--- config.mk ---
export PLATFORM = sky130hd
export DESIGN_NAME = cnn_layer_scheduler_flat
export DESIGN_NICKNAME = d
export VERILOG_FILES = /design/src/rtl/cnn_layer_scheduler_if.sv /design/src/rtl/cnn_layer_scheduler.sv /design/src/flat_wrapper.sv
export SDC_FILE = /design/constraint.sdc
export NUM_CORES = 1
export LEC_CHECK = 0
export CAP_MARGIN = 20
export CORE_ASPECT_RATIO = 0.6
export CORE_MARGIN = 5
export CORE_UTILIZATION = 29
export DETAILED_ROUTE_END_ITERATION = 12
export GPL_TIMING_DRIVEN = 0
export PLACE_DENSITY_LB_ADDON = 0.2
export RECOVER_POWER = 25
export SETUP_SLACK_MARGIN = 0.4
export SLEW_MARGIN = 5
export SYNTH_ARGS = -nofsm -noshare
export SYNTH_HDL_FRONTEND = slang
export SYNTH_SLANG_ARGS = --single-unit
export TNS_END_PERCENT = 1
--- constraint.sdc ---
create_clock -name clk -period 2.1 [get_ports clk]
set_input_delay 0.525 -clock clk [delete_from_list [all_inputs] [get_ports clk]]
set_output_delay 0.525 -clock clk [all_outputs]
set_load 0.05 [all_outputs]
--- src/rtl/cnn_layer_scheduler_if.sv ---
// Bundle of host control, per-layer memory requests and the shared memory port.
// Latency: none; this is wiring only.
// Backpressure: none; the layers own their strobes and the shared port has no stall.
interface cnn_layer_scheduler_if #(
   parameter int AW = 12,
   parameter int DW = 20
);
   // host side
   logic          ready;
   logic          busy;
   logic          done;
   logic          err_timeout;
   logic          err_viol;

   // layer launch / completion
   logic          start0, start1, start2;
   logic          Finish0, Finish1, Finish2;

   // per-layer memory requests
   logic          crd0, crd1, crd2;
   logic          cwr0, cwr1, cwr2;
   logic [2:0]    csel0, csel1, csel2;
   logic [AW-1:0] caddr_rd0, caddr_rd1, caddr_rd2;
   logic [AW-1:0] caddr_wr0, caddr_wr1, caddr_wr2;
   logic [DW-1:0] cdata_wr0, cdata_wr1, cdata_wr2;

   // shared memory port
   logic          crd;
   logic          cwr;
   logic [2:0]    csel;
   logic [AW-1:0] caddr_rd;
   logic [AW-1:0] caddr_wr;
   logic [DW-1:0] cdata_wr;

   // scheduler side
   modport master (
      input  ready, Finish0, Finish1, Finish2,
      input  crd0, crd1, crd2, cwr0, cwr1, cwr2,
      input  csel0, csel1, csel2,
      input  caddr_rd0, caddr_rd1, caddr_rd2,
      input  caddr_wr0, caddr_wr1, caddr_wr2,
      input  cdata_wr0, cdata_wr1, cdata_wr2,
      output busy, done, err_timeout, err_viol,
      output start0, start1, start2,
      output crd, cwr, csel, caddr_rd, caddr_wr, cdata_wr
   );

   // host / layer / memory side
   modport slave (
      output ready, Finish0, Finish1, Finish2,
      output crd0, crd1, crd2, cwr0, cwr1, cwr2,
      output csel0, csel1, csel2,
      output caddr_rd0, caddr_rd1, caddr_rd2,
      output caddr_wr0, caddr_wr1, caddr_wr2,
      output cdata_wr0, cdata_wr1, cdata_wr2,
      input  busy, done, err_timeout, err_viol,
      input  start0, start1, start2,
      input  crd, cwr, csel, caddr_rd, caddr_wr, cdata_wr
   );
endinterface

--- src/rtl/cnn_layer_scheduler.sv ---
// Sequences conv -> pool -> flatten layers and grants them the single shared memory port.
// Latency: Finish at cycle t gives new state/start pulse at t+1; memory mux is combinational.
// Backpressure: none; illegal strobes are dropped and flagged, hung layers are cut off by a watchdog.
module cnn_layer_scheduler #(
   parameter int AW          = 12,
   parameter int DW          = 20,
   parameter int TIMEOUT_CYC = 8192
) (
   input logic                   clk,
   input logic                   reset,
   cnn_layer_scheduler_if.master bus
);

   // Wide enough to hold TIMEOUT_CYC-1, also for TIMEOUT_CYC of 1.
   localparam int             WDW     = $clog2(TIMEOUT_CYC + 1);
   localparam logic [WDW-1:0] WD_LAST = WDW'(TIMEOUT_CYC - 1);

   typedef enum logic [2:0] {
      IDLE = 3'd0,
      L0   = 3'd1,
      L1   = 3'd2,
      L2   = 3'd3,
      DONE = 3'd4,
      ERR  = 3'd5
   } state_t;

   state_t         state, state_nxt;
   logic [WDW-1:0] wdog;
   logic [2:0]     grant;
   logic [2:0]     rd_v, wr_v;
   logic           timeout_hit;
   logic           launch;
   logic           viol;
   logic           err_timeout_q;
   logic           err_viol_q;

   logic [2:0]     m_csel;
   logic [AW-1:0]  m_addr_rd;
   logic [AW-1:0]  m_addr_wr;
   logic [DW-1:0]  m_data_wr;

   assign rd_v = {bus.crd2, bus.crd1, bus.crd0};
   assign wr_v = {bus.cwr2, bus.cwr1, bus.cwr0};

   // One-hot grant decoded from the registered state; nobody owns the port outside L0-L2.
   always_comb begin
      grant = 3'b000;
      case (state)
         L0:      grant = 3'b001;
         L1:      grant = 3'b010;
         L2:      grant = 3'b100;
         default: grant = 3'b000;
      endcase
   end

   // The watchdog sits at its last value only when the layer has used its full budget.
   assign timeout_hit = (wdog == WD_LAST);

   // Next-state: Finish of the active layer beats a timeout in the same cycle.
   always_comb begin
      state_nxt = state;
      case (state)
         IDLE: if (bus.ready) state_nxt = L0;
         L0: begin
            if (bus.Finish0)      state_nxt = L1;
            else if (timeout_hit) state_nxt = ERR;
         end
         L1: begin
            if (bus.Finish1)      state_nxt = L2;
            else if (timeout_hit) state_nxt = ERR;
         end
         L2: begin
            if (bus.Finish2)      state_nxt = DONE;
            else if (timeout_hit) state_nxt = ERR;
         end
         DONE:    state_nxt = IDLE;
         ERR:     if (bus.ready) state_nxt = L0;
         default: state_nxt = IDLE;
      endcase
   end

   // A fresh run begins; this is the only non-reset point where sticky errors clear.
   assign launch = ((state == IDLE) || (state == ERR)) && (state_nxt == L0);

   // State register and per-state watchdog (zeroed on every state change).
   always_ff @(posedge clk) begin
      if (reset) begin
         state <= IDLE;
         wdog  <= '0;
      end else begin
         state <= state_nxt;
         if (state_nxt != state)
            wdog <= '0;
         else if ((|grant) && (wdog != WD_LAST))
            wdog <= wdog + 1'b1;
      end
   end

   // Sticky error flags; the launch clear wins over a violation seen in the launch cycle.
   always_ff @(posedge clk) begin
      if (reset || launch) begin
         err_timeout_q <= 1'b0;
         err_viol_q    <= 1'b0;
      end else begin
         if (state_nxt == ERR) err_timeout_q <= 1'b1;
         if (viol)             err_viol_q    <= 1'b1;
      end
   end

   // Any strobe from a layer without the grant, or read+write together from the granted one.
   assign viol = (|(~grant & (rd_v | wr_v))) | (|(grant & rd_v & wr_v));

   // AND-OR mux of the granted layer onto the shared port; all zero when no grant.
   assign m_csel    = ({3{grant[0]}}  & bus.csel0)
                    | ({3{grant[1]}}  & bus.csel1)
                    | ({3{grant[2]}}  & bus.csel2);
   assign m_addr_rd = ({AW{grant[0]}} & bus.caddr_rd0)
                    | ({AW{grant[1]}} & bus.caddr_rd1)
                    | ({AW{grant[2]}} & bus.caddr_rd2);
   assign m_addr_wr = ({AW{grant[0]}} & bus.caddr_wr0)
                    | ({AW{grant[1]}} & bus.caddr_wr1)
                    | ({AW{grant[2]}} & bus.caddr_wr2);
   assign m_data_wr = ({DW{grant[0]}} & bus.cdata_wr0)
                    | ({DW{grant[1]}} & bus.cdata_wr1)
                    | ({DW{grant[2]}} & bus.cdata_wr2);

   assign bus.csel     = m_csel;
   assign bus.caddr_rd = m_addr_rd;
   assign bus.caddr_wr = m_addr_wr;
   assign bus.cdata_wr = m_data_wr;
   // Write takes priority when the granted layer drives both strobes.
   assign bus.cwr      = |(grant & wr_v);
   assign bus.crd      = |(grant & rd_v & ~wr_v);

   // A zero watchdog inside a layer state marks its first cycle.
   assign bus.start0      = grant[0] && (wdog == '0);
   assign bus.start1      = grant[1] && (wdog == '0);
   assign bus.start2      = grant[2] && (wdog == '0);
   assign bus.busy        = |grant;
   assign bus.done        = (state == DONE);
   assign bus.err_timeout = err_timeout_q;
   assign bus.err_viol    = err_viol_q;

endmodule

--- src/flat_wrapper.sv ---
// flat-port wrapper written by rule: the top's interface ports become plain ports
module cnn_layer_scheduler_flat 
#(
   parameter int AW          = 12,
   parameter int DW          = 20,
   parameter int TIMEOUT_CYC = 8192
)
  (clk, reset, bus_ready, bus_Finish0, bus_Finish1, bus_Finish2, bus_crd0, bus_crd1, bus_crd2, bus_cwr0, bus_cwr1, bus_cwr2, bus_csel0, bus_csel1, bus_csel2, bus_caddr_rd0, bus_caddr_rd1, bus_caddr_rd2, bus_caddr_wr0, bus_caddr_wr1, bus_caddr_wr2, bus_cdata_wr0, bus_cdata_wr1, bus_cdata_wr2, bus_busy, bus_done, bus_err_timeout, bus_err_viol, bus_start0, bus_start1, bus_start2, bus_crd, bus_cwr, bus_csel, bus_caddr_rd, bus_caddr_wr, bus_cdata_wr);
  cnn_layer_scheduler_if #(.AW(AW), .DW(DW)) bus_i ();
  input logic clk;
  input logic reset;
  input wire logic [$bits(bus_i.ready)-1:0] bus_ready;
  input wire logic [$bits(bus_i.Finish0)-1:0] bus_Finish0;
  input wire logic [$bits(bus_i.Finish1)-1:0] bus_Finish1;
  input wire logic [$bits(bus_i.Finish2)-1:0] bus_Finish2;
  input wire logic [$bits(bus_i.crd0)-1:0] bus_crd0;
  input wire logic [$bits(bus_i.crd1)-1:0] bus_crd1;
  input wire logic [$bits(bus_i.crd2)-1:0] bus_crd2;
  input wire logic [$bits(bus_i.cwr0)-1:0] bus_cwr0;
  input wire logic [$bits(bus_i.cwr1)-1:0] bus_cwr1;
  input wire logic [$bits(bus_i.cwr2)-1:0] bus_cwr2;
  input wire logic [$bits(bus_i.csel0)-1:0] bus_csel0;
  input wire logic [$bits(bus_i.csel1)-1:0] bus_csel1;
  input wire logic [$bits(bus_i.csel2)-1:0] bus_csel2;
  input wire logic [$bits(bus_i.caddr_rd0)-1:0] bus_caddr_rd0;
  input wire logic [$bits(bus_i.caddr_rd1)-1:0] bus_caddr_rd1;
  input wire logic [$bits(bus_i.caddr_rd2)-1:0] bus_caddr_rd2;
  input wire logic [$bits(bus_i.caddr_wr0)-1:0] bus_caddr_wr0;
  input wire logic [$bits(bus_i.caddr_wr1)-1:0] bus_caddr_wr1;
  input wire logic [$bits(bus_i.caddr_wr2)-1:0] bus_caddr_wr2;
  input wire logic [$bits(bus_i.cdata_wr0)-1:0] bus_cdata_wr0;
  input wire logic [$bits(bus_i.cdata_wr1)-1:0] bus_cdata_wr1;
  input wire logic [$bits(bus_i.cdata_wr2)-1:0] bus_cdata_wr2;
  output wire logic [$bits(bus_i.busy)-1:0] bus_busy;
  output wire logic [$bits(bus_i.done)-1:0] bus_done;
  output wire logic [$bits(bus_i.err_timeout)-1:0] bus_err_timeout;
  output wire logic [$bits(bus_i.err_viol)-1:0] bus_err_viol;
  output wire logic [$bits(bus_i.start0)-1:0] bus_start0;
  output wire logic [$bits(bus_i.start1)-1:0] bus_start1;
  output wire logic [$bits(bus_i.start2)-1:0] bus_start2;
  output wire logic [$bits(bus_i.crd)-1:0] bus_crd;
  output wire logic [$bits(bus_i.cwr)-1:0] bus_cwr;
  output wire logic [$bits(bus_i.csel)-1:0] bus_csel;
  output wire logic [$bits(bus_i.caddr_rd)-1:0] bus_caddr_rd;
  output wire logic [$bits(bus_i.caddr_wr)-1:0] bus_caddr_wr;
  output wire logic [$bits(bus_i.cdata_wr)-1:0] bus_cdata_wr;
  assign bus_i.ready = bus_ready;
  assign bus_i.Finish0 = bus_Finish0;
  assign bus_i.Finish1 = bus_Finish1;
  assign bus_i.Finish2 = bus_Finish2;
  assign bus_i.crd0 = bus_crd0;
  assign bus_i.crd1 = bus_crd1;
  assign bus_i.crd2 = bus_crd2;
  assign bus_i.cwr0 = bus_cwr0;
  assign bus_i.cwr1 = bus_cwr1;
  assign bus_i.cwr2 = bus_cwr2;
  assign bus_i.csel0 = bus_csel0;
  assign bus_i.csel1 = bus_csel1;
  assign bus_i.csel2 = bus_csel2;
  assign bus_i.caddr_rd0 = bus_caddr_rd0;
  assign bus_i.caddr_rd1 = bus_caddr_rd1;
  assign bus_i.caddr_rd2 = bus_caddr_rd2;
  assign bus_i.caddr_wr0 = bus_caddr_wr0;
  assign bus_i.caddr_wr1 = bus_caddr_wr1;
  assign bus_i.caddr_wr2 = bus_caddr_wr2;
  assign bus_i.cdata_wr0 = bus_cdata_wr0;
  assign bus_i.cdata_wr1 = bus_cdata_wr1;
  assign bus_i.cdata_wr2 = bus_cdata_wr2;
  assign bus_busy = bus_i.busy;
  assign bus_done = bus_i.done;
  assign bus_err_timeout = bus_i.err_timeout;
  assign bus_err_viol = bus_i.err_viol;
  assign bus_start0 = bus_i.start0;
  assign bus_start1 = bus_i.start1;
  assign bus_start2 = bus_i.start2;
  assign bus_crd = bus_i.crd;
  assign bus_cwr = bus_i.cwr;
  assign bus_csel = bus_i.csel;
  assign bus_caddr_rd = bus_i.caddr_rd;
  assign bus_caddr_wr = bus_i.caddr_wr;
  assign bus_cdata_wr = bus_i.cdata_wr;
  cnn_layer_scheduler #(.AW(AW), .DW(DW), .TIMEOUT_CYC(TIMEOUT_CYC)) u_core (.clk(clk), .reset(reset), .bus(bus_i));
endmodule
==> results of run 1 <==
## area by class of cell
class / count / area share, %
Clock buffer: 3 / 1.328
Buffer: 30 / 5.687
Clock inverter: 1 / 0.08852
Sequential cell: 19 / 6.926
Timing Repair Buffer: 220 / 37.82
Multi-Input combinational cell: 265 / 45.30
Tap cell: 108 / 2.390
Inverter: 7 / 0.4647
## per-stage QoR
step | area [um2] | utilization (%) | instances
final | 5654 | 70.89 | 653
after global routing | 5654 | 70.89 | 653
after CTS | 5385 | 67.51 | 645
after detailed placement | 5149 | 64.55 | 637
after global placement | 5149 | 64.55 | 637
after floorplan | 2932 | - | 321
## registers in the layout, summed over array words and instances (netlist names)
| name | cells |
|---|---|
| u_core.state | 3 |
| u_core.wdog | 14 |
| u_core.bus.err_timeout | 1 |
| u_core.bus.err_viol | 1 |
## worst max-delay path, delay by kind of cell, from the launching register on
| kind | cells | cell delay, ns |
|---|---|---|
| buf+inv | 4 | 0.57 |
| compound gates | 1 | 0.22 |
| mux | 1 | 0.34 |
| flops | 1 | 0.39 |
| simple gates | 1 | 0.05 |
## routing by layer
| layer | track usage, % | up-vias | wire (um) | share of wire [%] |
|---|---|---|---|---|
| met5 | 0 | - | 0 | 0 |
| met3 | 5.382 | 24 | 1004 | 7.6 |
| li1 | - | 1642 | - | - |
| met2 | 38.46 | 143 | 6418 | 49 |
| met1 | 28.25 | 1594 | 5414 | 41 |
| met4 | 5.403 | 0 | 293 | 2.2 |
## synthesized netlist by cell type, drive strengths merged, types with 4 or more instances
cell type / n
nor2b: 5
o21ai: 5
nor3: 8
clkbuf: 17
dfxtp: 19
nor2: 68
nand2: 9
buf: 13
mux2: 47
nand3: 8
inv: 7
a22oi: 49
nand4: 6
and3: 4
a21oi: 9
xor2: 9
## how the worst min path moves through the flow
| stage | startpoint | to | cells past startpoint |
|---|---|---|---|
| after floorplan | u_core.wdog[13]$_SDFFE_PP0P_ | u_core.wdog[13]$_SDFFE_PP0P_ | 2 |
| after global placement | u_core.bus.err_timeout$_SDFFE_PP0N_ | u_core.bus.err_timeout$_SDFFE_PP0N_ | 2 |
| after detailed placement | u_core.bus.err_timeout$_SDFFE_PP0N_ | u_core.bus.err_timeout$_SDFFE_PP0N_ | 2 |
| after CTS | u_core.bus.err_timeout$_SDFFE_PP0N_ | u_core.bus.err_timeout$_SDFFE_PP0N_ | 2 |
| after global routing | u_core.bus.err_timeout$_SDFFE_PP0N_ | u_core.bus.err_timeout$_SDFFE_PP0N_ | 2 |
| final | u_core.bus.err_timeout$_SDFFE_PP0N_ | u_core.bus.err_timeout$_SDFFE_PP0N_ | 2 |
## logic make-up after synthesis
| kind of cell | Yosys count | share of synthesized area [%] |
|---|---|---|
| AOI/OAI and AO/OA | 82 | 25.17 |
| xor gates and xnor gates | 11 | 3.996 |
| adders and majority gates | 2 | 1.038 |
| buffers and inverters | 37 | 6.850 |
| DFF | 19 | 15.78 |
| muxes | 48 | 22.37 |
| and+or+nand+nor | 122 | 24.81 |
## power by group
group          total, mW  switching, mW  internal (mW)
clock              0.394          0.139          0.255
sequential         0.388         0.0153          0.373
combinational       2.06           1.12          0.934
total               2.84           1.28           1.56
## what timing repair did
action,CTS,global route
resized for setup,394,53
hold buffers,0,0
gates cloned,0,3
setup buffers,4,5
endpoints found under the setup margin,74,72
pin swaps,13,9
==> results.sh, run 1 <==
export IMPL_path_cells="buf_8 -> buf_12 -> clkbuf_16 -> mux2_2 -> a22oi_2 -> nor2_4 -> buf_6"
export IMPL_cp_max_fo=6
export IMPL_dieArea_mm2=0.01030
export IMPL_root_buffer="clkbuf_16"
export IMPL_rows=25
export IMPL_holdWs_ns=0.4780
export IMPL_synth_seq_cells=19
export IMPL_syn_num_nets=476
export IMPL_cp_arrival_ns=1.83
export IMPL_drv_slew=0
export IMPL_grt_first_pass_wirelength_mm=18.36
export IMPL_required_ns=1.57
export IMPL_power_density_mw_per_mm2=502.4
export IMPL_route_detailed_drc=0
export IMPL_dp_slack_ns=-0.8876
export IMPL_dieWidth_um=127.7
export IMPL_grt_pass1_vias=3380
export IMPL_critical_path_class="reg -> out"
export IMPL_hold_class="reg -> reg"
export IMPL_peakVddDrop_v=0.0003574
export IMPL_numClockSinks=19
export IMPL_setup_tns_ns=-9.089
export IMPL_mappedNetlistArea_mm2=0.002411
export IMPL_ant_nets=0
export IMPL_worstSetupStartpoint="u_core.state[0]$_SDFF_PP0_"
export IMPL_p_leak_nw=2.113
export IMPL_clock_latency_ns=0.25
export IMPL_ys_warn_count=0
export IMPL_slowest_stage="dfxtp_4"
export IMPL_timing_rr_end="u_core.wdog[4]$_SDFFE_PP0P_"
export IMPL_final_common_cell="clkdlybuf4s50_1"
export IMPL_fin_crit_sh_pct=111.9
export IMPL_crit_end="bus_caddr_rd[8]"
export IMPL_clockBufferDepth=2
export IMPL_slowest_delay_ns=0.39
export IMPL_clock_skew_ns=0.001554
export IMPL_initial_utilization_pct=30.23
export IMPL_clk_pin_slew_ns=0.05
export IMPL_max_cap_violations=0
export IMPL_firstDrtPassIters=4
export IMPL_yosysTopAreaCell="mux2_2"
export IMPL_routed_via_density=5.211
export IMPL_overflow=0
export IMPL_timing_rr_start="u_core.wdog[0]$_SDFFE_PP0P_"
export IMPL_synth_top_flop_cell="dfxtp_1"
export IMPL_antenna_found_initial=0
export IMPL_final_cell_mix="clkdlybuf4s50_1 (145), buf_4 (49), nor2_4 (49)"
export IMPL_power_mw=2.841
export IMPL_layout_drive_gt1_share_pct=48.62
export IMPL_die_h_um=80.63
export IMPL_drt_initial_drc_count=169
export IMPL_violations="negative setup slack"
export IMPL_grt_start_max_net_pins=12
export IMPL_synth_top_cell_area_share_pct=21.95
export IMPL_wl_per_cell_um=20.11
export IMPL_finalSetupViolations=64
export IMPL_wirelength_mm=13.13
export IMPL_diodes=0
export IMPL_cts_tree="done"
export IMPL_design_core_area_mm2=0.007976
export IMPL_synth_cell_types=48
export IMPL_multi_input_area_mm2=0.002561
export IMPL_fin_nets=701
export IMPL_end_kind="output pin"
export IMPL_fill_cells=643
export IMPL_htree_levels=1
export IMPL_ys_async_sr_fraction_pct=0
export IMPL_cts_buffers=3
export IMPL_rsz0062_at_grt="true"
export IMPL_relSlewSlack_pct=64.21
export IMPL_place_hpwl_mm=10.14
export IMPL_syn_avg_cell_area_um2=7.511
export IMPL_numPortBuffers=208
export IMPL_globalplace_congestion=0.8657
export IMPL_period_needed_ns=2.350
export IMPL_yosysSeqAreaShare_pct=15.78
export IMPL_cp_start_kind="flip-flop"
export IMPL_reg2regPathDepth=8
export IMPL_synth_edf_count=0
export IMPL_grtUsageTotal_pct=22.36
export IMPL_final_hold_violation_count=0
export IMPL_ios=209
export IMPL_seqCellArea_um2=391.6
export IMPL_r2r_slack_ns=-0.10
export IMPL_syn2layout_area_growth_pct=134.5
export IMPL_postSynthCellCount=321
export IMPL_fin_ws_ns=-0.2505
export IMPL_outcome="complete, but fails checks"
export IMPL_worst_slew_pin_transition_ns=0.5368
export IMPL_synth_area_top_cells="mux2_2 (22%), dfxtp_1 (16%), a22oi_1 (15%)"
export IMPL_num_vias=3403
export IMPL_max_freq_mhz=425.4
Power figures use the tool's default switching activity.
==> inputs of run 2 (changes only) <==
SKIP_CTS_REPAIR_TIMING = 1   (was default)
==> run 2 against run 1 <==
  * The run still ends with negative setup slack left
  * Via count is 1.1% lower
  * Final area fell by 2.1%
  * First-iteration DRC count up 27%
  * Flip-flop and latch count stayed put
  * Clock skew up 0.0011 ns
  * Critical path type unchanged
  * Largest cell class unchanged
==> results.sh, run 2 (same netlist as run 1, synthesis figures left out) <==
export IMPL_required_ns=1.57
export IMPL_peakVddDrop_v=0.0003453
export IMPL_clk_pin_slew_ns=0.05
export IMPL_clock_latency_ns=0.25
export IMPL_worst_slew_pin_transition_ns=0.6129
export IMPL_fin_ws_ns=-0.2108
export IMPL_multi_input_area_mm2=0.002562
export IMPL_final_common_cell="clkdlybuf4s50_1"
export IMPL_final_area_mm2=0.005535
export IMPL_final_cell_mix="clkdlybuf4s50_1 (144), nor2_4 (49), a22oi_2 (48)"
export IMPL_numPortBuffers=208
export IMPL_clock_skew_ns=0.002654
export IMPL_routed_via_density=5.185
export IMPL_max_cap_violations=0
export IMPL_layout_drive_gt1_share_pct=47.87
export IMPL_cts_tree="done"
export IMPL_dieWidth_um=127.7
export IMPL_initial_utilization_pct=30.23
export IMPL_dieArea_mm2=0.01030
export IMPL_htree_levels=1
export IMPL_wirelength_mm=12.79
export IMPL_num_vias=3365
export IMPL_hold_class="reg -> reg"
export IMPL_fin_crit_sh_pct=110.0
export IMPL_outcome="complete, but fails checks"
export IMPL_top_regs="u_core.wdog: 14 flops, u_core.state: 3 flops"
export IMPL_drt_initial_drc_count=215
export IMPL_cts_buffers=3
export IMPL_globalplace_congestion=0.8657
export IMPL_power_density_mw_per_mm2=500.0
export IMPL_drv_slew=0
export IMPL_r2r_slack_ns=0.09
export IMPL_p_leak_nw=2.133
export IMPL_final_hold_violation_count=0
export IMPL_ant_nets=0
export IMPL_period_needed_ns=2.311
export IMPL_ios=209
export IMPL_root_buffer="clkbuf_16"
export IMPL_regMostFlops="u_core.wdog"
export IMPL_place_area_mm2=0.005149
export IMPL_finalSetupViolations=52
export IMPL_grtUsageTotal_pct=21.71
export IMPL_clockBufferDepth=2
export IMPL_cp_arrival_ns=1.79
export IMPL_place_hpwl_mm=10.14
export IMPL_fin_nets=697
export IMPL_violations="negative setup slack"
export IMPL_seqCellArea_um2=396.6
export IMPL_route_detailed_drc=0
export IMPL_numClockSinks=19
export IMPL_relSlewSlack_pct=59.31
export IMPL_grt_first_pass_wirelength_mm=17.87
export IMPL_design_core_area_mm2=0.007976
export IMPL_holdWs_ns=0.4827
export IMPL_fill_cells=640
export IMPL_wl_per_cell_um=19.71
export IMPL_cp_start_kind="flip-flop"
export IMPL_rsz0062_at_grt="true"
export IMPL_cp_max_fo=7
export IMPL_largest_reg_flops=14
export IMPL_firstDrtPassIters=4
export IMPL_antenna_found_initial=0
export IMPL_end_kind="output pin"
export IMPL_rows=25
export IMPL_critical_path_class="reg -> out"
export IMPL_diodes=0
export IMPL_utilization_pct=69.40
export IMPL_die_h_um=80.63
export IMPL_max_freq_mhz=432.7
export IMPL_syn2layout_area_growth_pct=129.6
export IMPL_grt_pass1_vias=3266
export IMPL_overflow=0
export IMPL_grt_start_max_net_pins=12
==> run 2: cell count changes in the layout (fill, tap and decap cells not counted), sizes merged <==
cell           previous run  this run
clkbuf                   21        16
buf                      78        81
dlygate4sd2               7         0
clkdlybuf4s50           145       144
dlymetal6s2s              2         8
==> run 2: through the flow <==
step	setup TNS, ns	setup slack [ns]	power, mW	std cells
after floorplan	0	0.06776	1.560	321
after global placement	-42.82	-0.8430	2.218	637
after detailed placement	-45.11	-0.8876	2.244	637
after CTS	-56.73	-1.156	2.641	641
after global routing	-11.70	-0.2661	2.896	649
final	-8.522	-0.2108	2.768	649
==> run 2: final timing paths <==
kind	from	endpoint	cells past startpoint
hold / removal	u_core.bus.err_timeout$_SDFFE_PP0N_	u_core.bus.err_timeout$_SDFFE_PP0N_	2
setup reg to reg	u_core.wdog[0]$_SDFFE_PP0P_	u_core.wdog[5]$_SDFFE_PP0P_	8
hold reg to reg	u_core.bus.err_timeout$_SDFFE_PP0N_	u_core.bus.err_timeout$_SDFFE_PP0N_	2
setup / recovery	u_core.state[0]$_SDFF_PP0_	bus_caddr_rd[5]	7
==> run 2: power by group <==
group	internal, mW	total (mW)	switching (mW)
Clock	0.255	0.393	0.137
Sequential	0.372	0.386	0.0146
Combinational	0.876	1.99	1.11
Total	1.50	2.77	1.26
==> run 2: metal layers <==
layer	part of all wire [%]	wire [um]	GRT usage (%)	vias to the layer above
li1	-	-	-	1630
met5	0	0	0	-
met1	42	5328	27.78	1573
met2	49	6233	36.78	138
met4	2.2	278	5.826	0
met3	7.4	951	4.983	24
==> run 2: worst max-delay path, cell delays in order, from the launching register on <==
cell       delay [ns]
dfxtp_4          0.37
buf_8            0.14
buf_12           0.14
clkbuf_16        0.15
mux2_4           0.31
a22oi_2          0.21
nor2_4           0.05
buf_8            0.15
==> run 2: cell type report <==
class	count	area share, %
plain buffers	30	5.289
inverters	7	0.4747
repair buffers	216	36.89
clock inverters	1	0.09042
multi-input cells	265	46.29
flip-flops and latches	19	7.165
well taps	108	2.441
clock buffers	3	1.356
==> patch 1 (flow settings as in run 2) <==
`AW` is set to 12 in 3 places; all go to 14.
--- a/src/rtl/cnn_layer_scheduler_if.sv
+++ b/src/rtl/cnn_layer_scheduler_if.sv
@@ -2,7 +2,7 @@
 // Latency: none; this is wiring only.
 // Backpressure: none; the layers own their strobes and the shared port has no stall.
 interface cnn_layer_scheduler_if #(
-   parameter int AW = 12,
+   parameter int AW = 14,
    parameter int DW = 20
 );
    // host side
--- a/src/rtl/cnn_layer_scheduler.sv
+++ b/src/rtl/cnn_layer_scheduler.sv
@@ -2,7 +2,7 @@
 // Latency: Finish at cycle t gives new state/start pulse at t+1; memory mux is combinational.
 // Backpressure: none; illegal strobes are dropped and flagged, hung layers are cut off by a watchdog.
 module cnn_layer_scheduler #(
-   parameter int AW          = 12,
+   parameter int AW          = 14,
    parameter int DW          = 20,
    parameter int TIMEOUT_CYC = 8192
 ) (
--- a/src/flat_wrapper.sv
+++ b/src/flat_wrapper.sv
@@ -1,7 +1,7 @@
 // flat-port wrapper written by rule: the top's interface ports become plain ports
 module cnn_layer_scheduler_flat 
 #(
-   parameter int AW          = 12,
+   parameter int AW          = 14,
    parameter int DW          = 20,
    parameter int TIMEOUT_CYC = 8192
 )
Ports: changed (8 resized); port bits go from 209 to 225. No check against the original RTL was run, so the function may have changed too.
==> patch 1 against run 2 <==
  * The flow still finishes with violations (negative setup slack)
  * Combinational power fell by 28%
  * Power shrank 20%
  * First-iteration DRC count fell by 4.7%
  * Synthesized area is 8.1% higher
  * Clock power hardly changed
  * Sequential cell count is the same
  * Die area grew 7.3%
  * Worst setup slack lost 100 ps
  * Fmax down 4.2%
  * Design area grew 1.3%
  * Register-to-register slack better by 90 ps
  * Routed wire length decreased by 0.40%
==> patch 1: results (changes against run 2) <==
[grt]
grt_pass1_vias=3947  ; +21%
grt_first_pass_wirelength_um=19700  ; +10%
grt_use_total=0.210  ; -0.00676

[sta]
finClkSkew_ps=1.87  ; -0.782 ps
setup_viol=66  ; +27%
fin_hold_ws_ps=502  ; +18.9 ps
layout_setup_ws_ps=-312  ; -101 ps

[logic_synthesis]
ys.warnings.count=0  ; unchanged
yosys-top-cells-count=nor2_1, a21oi_1, mux2i_1, dfxtp_1
yosys-top-cells-area=mux2i_1, nor2_1, dfxtp_1
syn_nets=567  ; +19%
ys_types=52  ; +8.3%
ys_seq_area_frac=0.146  ; -0.0119
avgSynthCellArea_um2=6.52  ; -13%

[placement]
dp_hpwl_um=10400  ; +2.5%
pre_cts_ws_ps=-1010  ; -121 ps
io_buffers=224  ; +7.7%

[critical_path]
arrival_ps=1890  ; +100 ps
crit_fanout=7  ; unchanged
r2r_slack_ps=180  ; +90 ps
reg2reg_depth=7  ; -1
worst_r2r_endpoint=u_core.wdog[0]$_SDFFE_PP0P_

[final_layout]
fin_cells=740  ; +14%
drive_gt1_frac=0.326  ; -0.152
fin_nets=796  ; +14%
reg.largest.list=u_core.wdog (14), u_core.state (3)

[run_status]
failed_checks=negative setup slack
status=finished, violations left

[detailed_routing]
drtIter0Drc=205  ; -4.7%
wire_per_inst_um=17.2  ; -13%
vias_per_cell=5.23  ; +0.84%
dr.pass1.iters=5  ; +1

[pwr]
leakagePower_nw=2.09  ; -2.2%
peakVddDrop_mv=0.238  ; -31%

[clock_network]
clockBufferDepth=2  ; unchanged

[patch 1: area by class of cell]
type / instances / area, um2
Buffer: 32 / 279
Clock buffer: 3 / 75.1
Clock inverter: 1 / 5.00
Fill cell: 721 / 3010
Inverter: 8 / 30.0
Multi-Input combinational cell: 341 / 2600
Sequential cell: 19 / 388
Tap cell: 112 / 140
Timing Repair Buffer: 224 / 2090
[patch 1: metrics by stage]
step,setup TNS [ps],instance area [um2]
6_report,-12880,5610
5_1_grt,-19780,5610
4_1_cts,-67800,5500
3_5_place_dp,-54520,5420
3_3_place_gp,-52770,5420
2_1_floorplan,0,3040
[patch 1: worst max-delay path, cell delays in order (launching register included)]
cell and delay (ps):
dfxtp_2 350, or4_4 550, nor3_4 170, nand4_1 250, nor2_4 160, buf_6 170
[patch 1: cell families after synthesis]
family                   Yosys count  synth area share
AND/OR/NAND/NOR                  177             0.318
AO/OA/AOI/OAI                    110             0.260
flip-flops                        19             0.146
adder cells (fa/ha/maj)            2           0.00960
buffers and inverters             40            0.0672
multiplexers                      52             0.200
[patch 1: where the power goes]
part	switching (W)	internal [W]	total (W)
Combinational	0.000804	0.000639	0.00144
Sequential	0.00000898	0.000368	0.000377
Clock	0.000138	0.000255	0.000393
[patch 1: worst max path at each step]
stage                                     start               to  slack (ps)  depth (start not counted)
finish              u_core.wdog[4]$_SDFFE_PP0P_       bus_start0        -310                          5
global route        u_core.wdog[4]$_SDFFE_PP0P_       bus_start0        -380                          5
CTS                  u_core.state[0]$_SDFF_PP0_  bus_cdata_wr[1]       -1270                          6
detailed placement   u_core.state[0]$_SDFF_PP0_  bus_cdata_wr[1]       -1010                          6
global placement     u_core.state[0]$_SDFF_PP0_  bus_cdata_wr[1]        -980                          6
floorplan           u_core.wdog[4]$_SDFFE_PP0P_       bus_start0          20                          4
[patch 1: per-layer routing]
metal  global-route usage  up-vias  wire length (um)
li1                     -     1900                 -
met1                0.244     1758              5050
met2                0.373      187              6210
met3               0.0693       24              1160
met4               0.0508        0               326
met5                    0        -                 0
==> patch 2 (config.mk and constraints of run 2) <==
Made on the original files. Make the reset (`reset`) asynchronous in one clocked block.
--- a/src/rtl/cnn_layer_scheduler.sv
+++ b/src/rtl/cnn_layer_scheduler.sv
@@ -83,7 +83,7 @@
    assign launch = ((state == IDLE) || (state == ERR)) && (state_nxt == L0);
 
    // State register and per-state watchdog (zeroed on every state change).
-   always_ff @(posedge clk) begin
+   always_ff @(posedge clk or posedge reset) begin
       if (reset) begin
          state <= IDLE;
          wdog  <= '0;
Formal check against the unedited RTL: differs if reset is asserted again (counterexample within 4 cycles, from zero or initial values and one cycle with reset high); with reset held inactive, the same outputs for 10 cycles.
==> patch 2 against run 2 <==
  * The flow still finishes with violations (negative setup slack)
  * Cell count grew 1.8%
  * Routed wire length increased by 6.6%
  * Fmax fell by 3.0%
  * First-iteration DRC count rose by 7.9%
  * Design area is 7.2% higher
  * Count of clock-buffer cells in the layout increased by 1
  * Worst setup slack lost 71 ps
  * Core utilization is 0.22 points higher
  * Synthesized area increased by 5.6%
  * Via count up 3.9%
  * Sequential cell count did not move
Power is not compared: it rests on default switching activity, and its combinational part moved more than twofold at a synthesized area within 25%.
==> patch 2: results (changes against run 2) <==
[critical_path]
max_stage_delay_ps=430  ; +60 ps
slowest_stage=dfrtp_2
crit_family=buffers and inverters
crit_fanout=5  ; -2
crit_start=u_core.state[0]$_DFF_PP0_
reg2reg_from=u_core.wdog[0]$_DFFE_PP0P_
arrival_ps=1860  ; +70 ps

[sta]
slew_headroom=0.527  ; -0.0657
setup_viol=63  ; +21%
finClkSkew_ps=6.80  ; +4.14 ps
layout_setup_ws_ps=-282  ; -71.0 ps

[logic_synthesis]
ys_seq_area_frac=0.183  ; +0.0250
yosys-top-cells-area=mux2_2, dfrtp_1, a22oi_1
yosys-top-cells-count=nor2_1, a22oi_1, mux2_2, clkbuf_1, dfrtp_1
synthFlopType=dfrtp_1
ys_types=56  ; +17%
ys.warnings.count=0  ; unchanged
syn_nets=477  ; +0.21%
synthArstFlopShare=0.895  ; +0.895

[pwr]
leakagePower_nw=2.38
peakVddDrop_mv=1.00

[final_layout]
fin_nets=705  ; +1.1%
fillers=670  ; +4.7%
drive_gt1_frac=0.488  ; +0.00942
reg.largest.list=u_core.wdog (14), u_core.state (3)
diodes=0  ; unchanged

[grt]
grt_first_pass_wirelength_um=18700  ; +4.5%
grt_start_max_net_pins=19  ; +7
grt_use_total=0.219  ; +0.00225
antenna_found_initial=0  ; unchanged

[hold_path]
hold_path_class=reg2reg
hp-start=u_core.bus.err_timeout$_SDFFE_PP0N_

[detailed_routing]
dr.pass1.iters=4  ; unchanged
wl_um=13600  ; +6.6%
drtIter0Drc=232  ; +7.9%
vias=3495  ; +3.9%

[clock_network]
root_buffer=clkbuf_16
cts_made_buffers=3  ; unchanged
clkSlewWorstSetupHoldPaths_ps=60
clockBufferDepth=2  ; unchanged
clock_latency_ps=250  ; about the same
htree_levels=1  ; unchanged

[placement]
pre_cts_ws_ps=-820  ; +67.2 ps
place.gp.congestion=0.864  ; -0.23%
io_buffers=208  ; unchanged
dp_hpwl_um=10700  ; +5.6%

[run_status]
failed_checks=negative setup slack
status=finished, violations left

[run]
maxCapViolCount=0  ; unchanged

==> patch 2: cell count changes in the layout (fill, tap and decap cells not counted), sizes merged, moves of 6 or more <==
cell / delta
dfrtp: +17
dfxtp: -17
a21oi: -7
clkdlybuf4s50: +6
nor3: -6
==> patch 2: per-stage QoR <==
| step | cells | instance area (um2) | setup TNS [ps] | util | hold slack [ps] |
|---|---|---|---|---|---|
| final | 661 | 5930 | -13110 | 0.696 | 452 |
| after global routing | 661 | 5930 | -16660 | 0.696 | 469 |
| after CTS | 646 | 5530 | -57110 | 0.649 | 456 |
| after detailed placement | 642 | 5450 | -46210 | 0.640 | 447 |
| after global placement | 642 | 5450 | -44830 | 0.640 | 440 |
| after floorplan | 322 | 3230 | 0 | - | 459 |
==> patch 2: cells by family (layout without fill, tap and decap cells) <==
group,after synthesis,after routing,synth area share
compound gates,78,78,0.242
xor+xnor,13,13,0.0447
fa+ha+maj,3,3,0.0138
buf+inv,39,266,0.0767
flops,19,19,0.183
mux,47,47,0.208
simple gates,123,123,0.232
==> patch 2: power breakdown <==
part           leakage [nW]  total (W)  switching [W]  internal, W
Clock                0.0382   0.000396       0.000138     0.000258
Combinational          2.09    0.00801        0.00470      0.00331
Sequential            0.247   0.000461      0.0000442     0.000416
Total                  2.38    0.00887        0.00489      0.00398
==> patch 2: path summary, 6_finish.rpt <==
kind	end	slack, ps	depth (start not counted)
max	bus_caddr_wr[2]	-280	7
min	u_core.bus.err_timeout$_SDFFE_PP0N_	450	2
max reg2reg	u_core.wdog[1]$_DFFE_PP0P_	-80	7
min reg2reg	u_core.bus.err_timeout$_SDFFE_PP0N_	450	2
max in group asynchronous	u_core.state[0]$_DFF_PP0_	750	2
min in group asynchronous	u_core.state[1]$_DFF_PP0_	860	2
==> patch 2: final cells by class <==
| cell class | count | area [um2] | share of cell area |
|---|---|---|---|
| Tap cell | 112 | 140 | 0.0236 |
| Buffer | 31 | 340 | 0.0574 |
| Clock buffer | 4 | 78.8 | 0.0133 |
| Multi-Input combinational cell | 264 | 2570 | 0.433 |
| Timing Repair Buffer | 223 | 2310 | 0.389 |
| Inverter | 8 | 30.0 | 0.00506 |
| Sequential cell | 19 | 467 | 0.0787 |
==> patch 2: worst min-delay path, cell delays in order (launching register included) <==
cell     delay, ps
dfxtp_1        310
nand2_1         50
a21oi_1         50
==> patch 2: layer usage <==
layer	part of all wire	up-vias	wire [um]	global-route usage
li1	-	1642	-	-
met1	0.39	1675	5300	0.280
met2	0.51	170	6950	0.374
met3	0.096	8	1300	0.0726
met4	0.0060	0	82	0.0236
met5	0	-	0	0
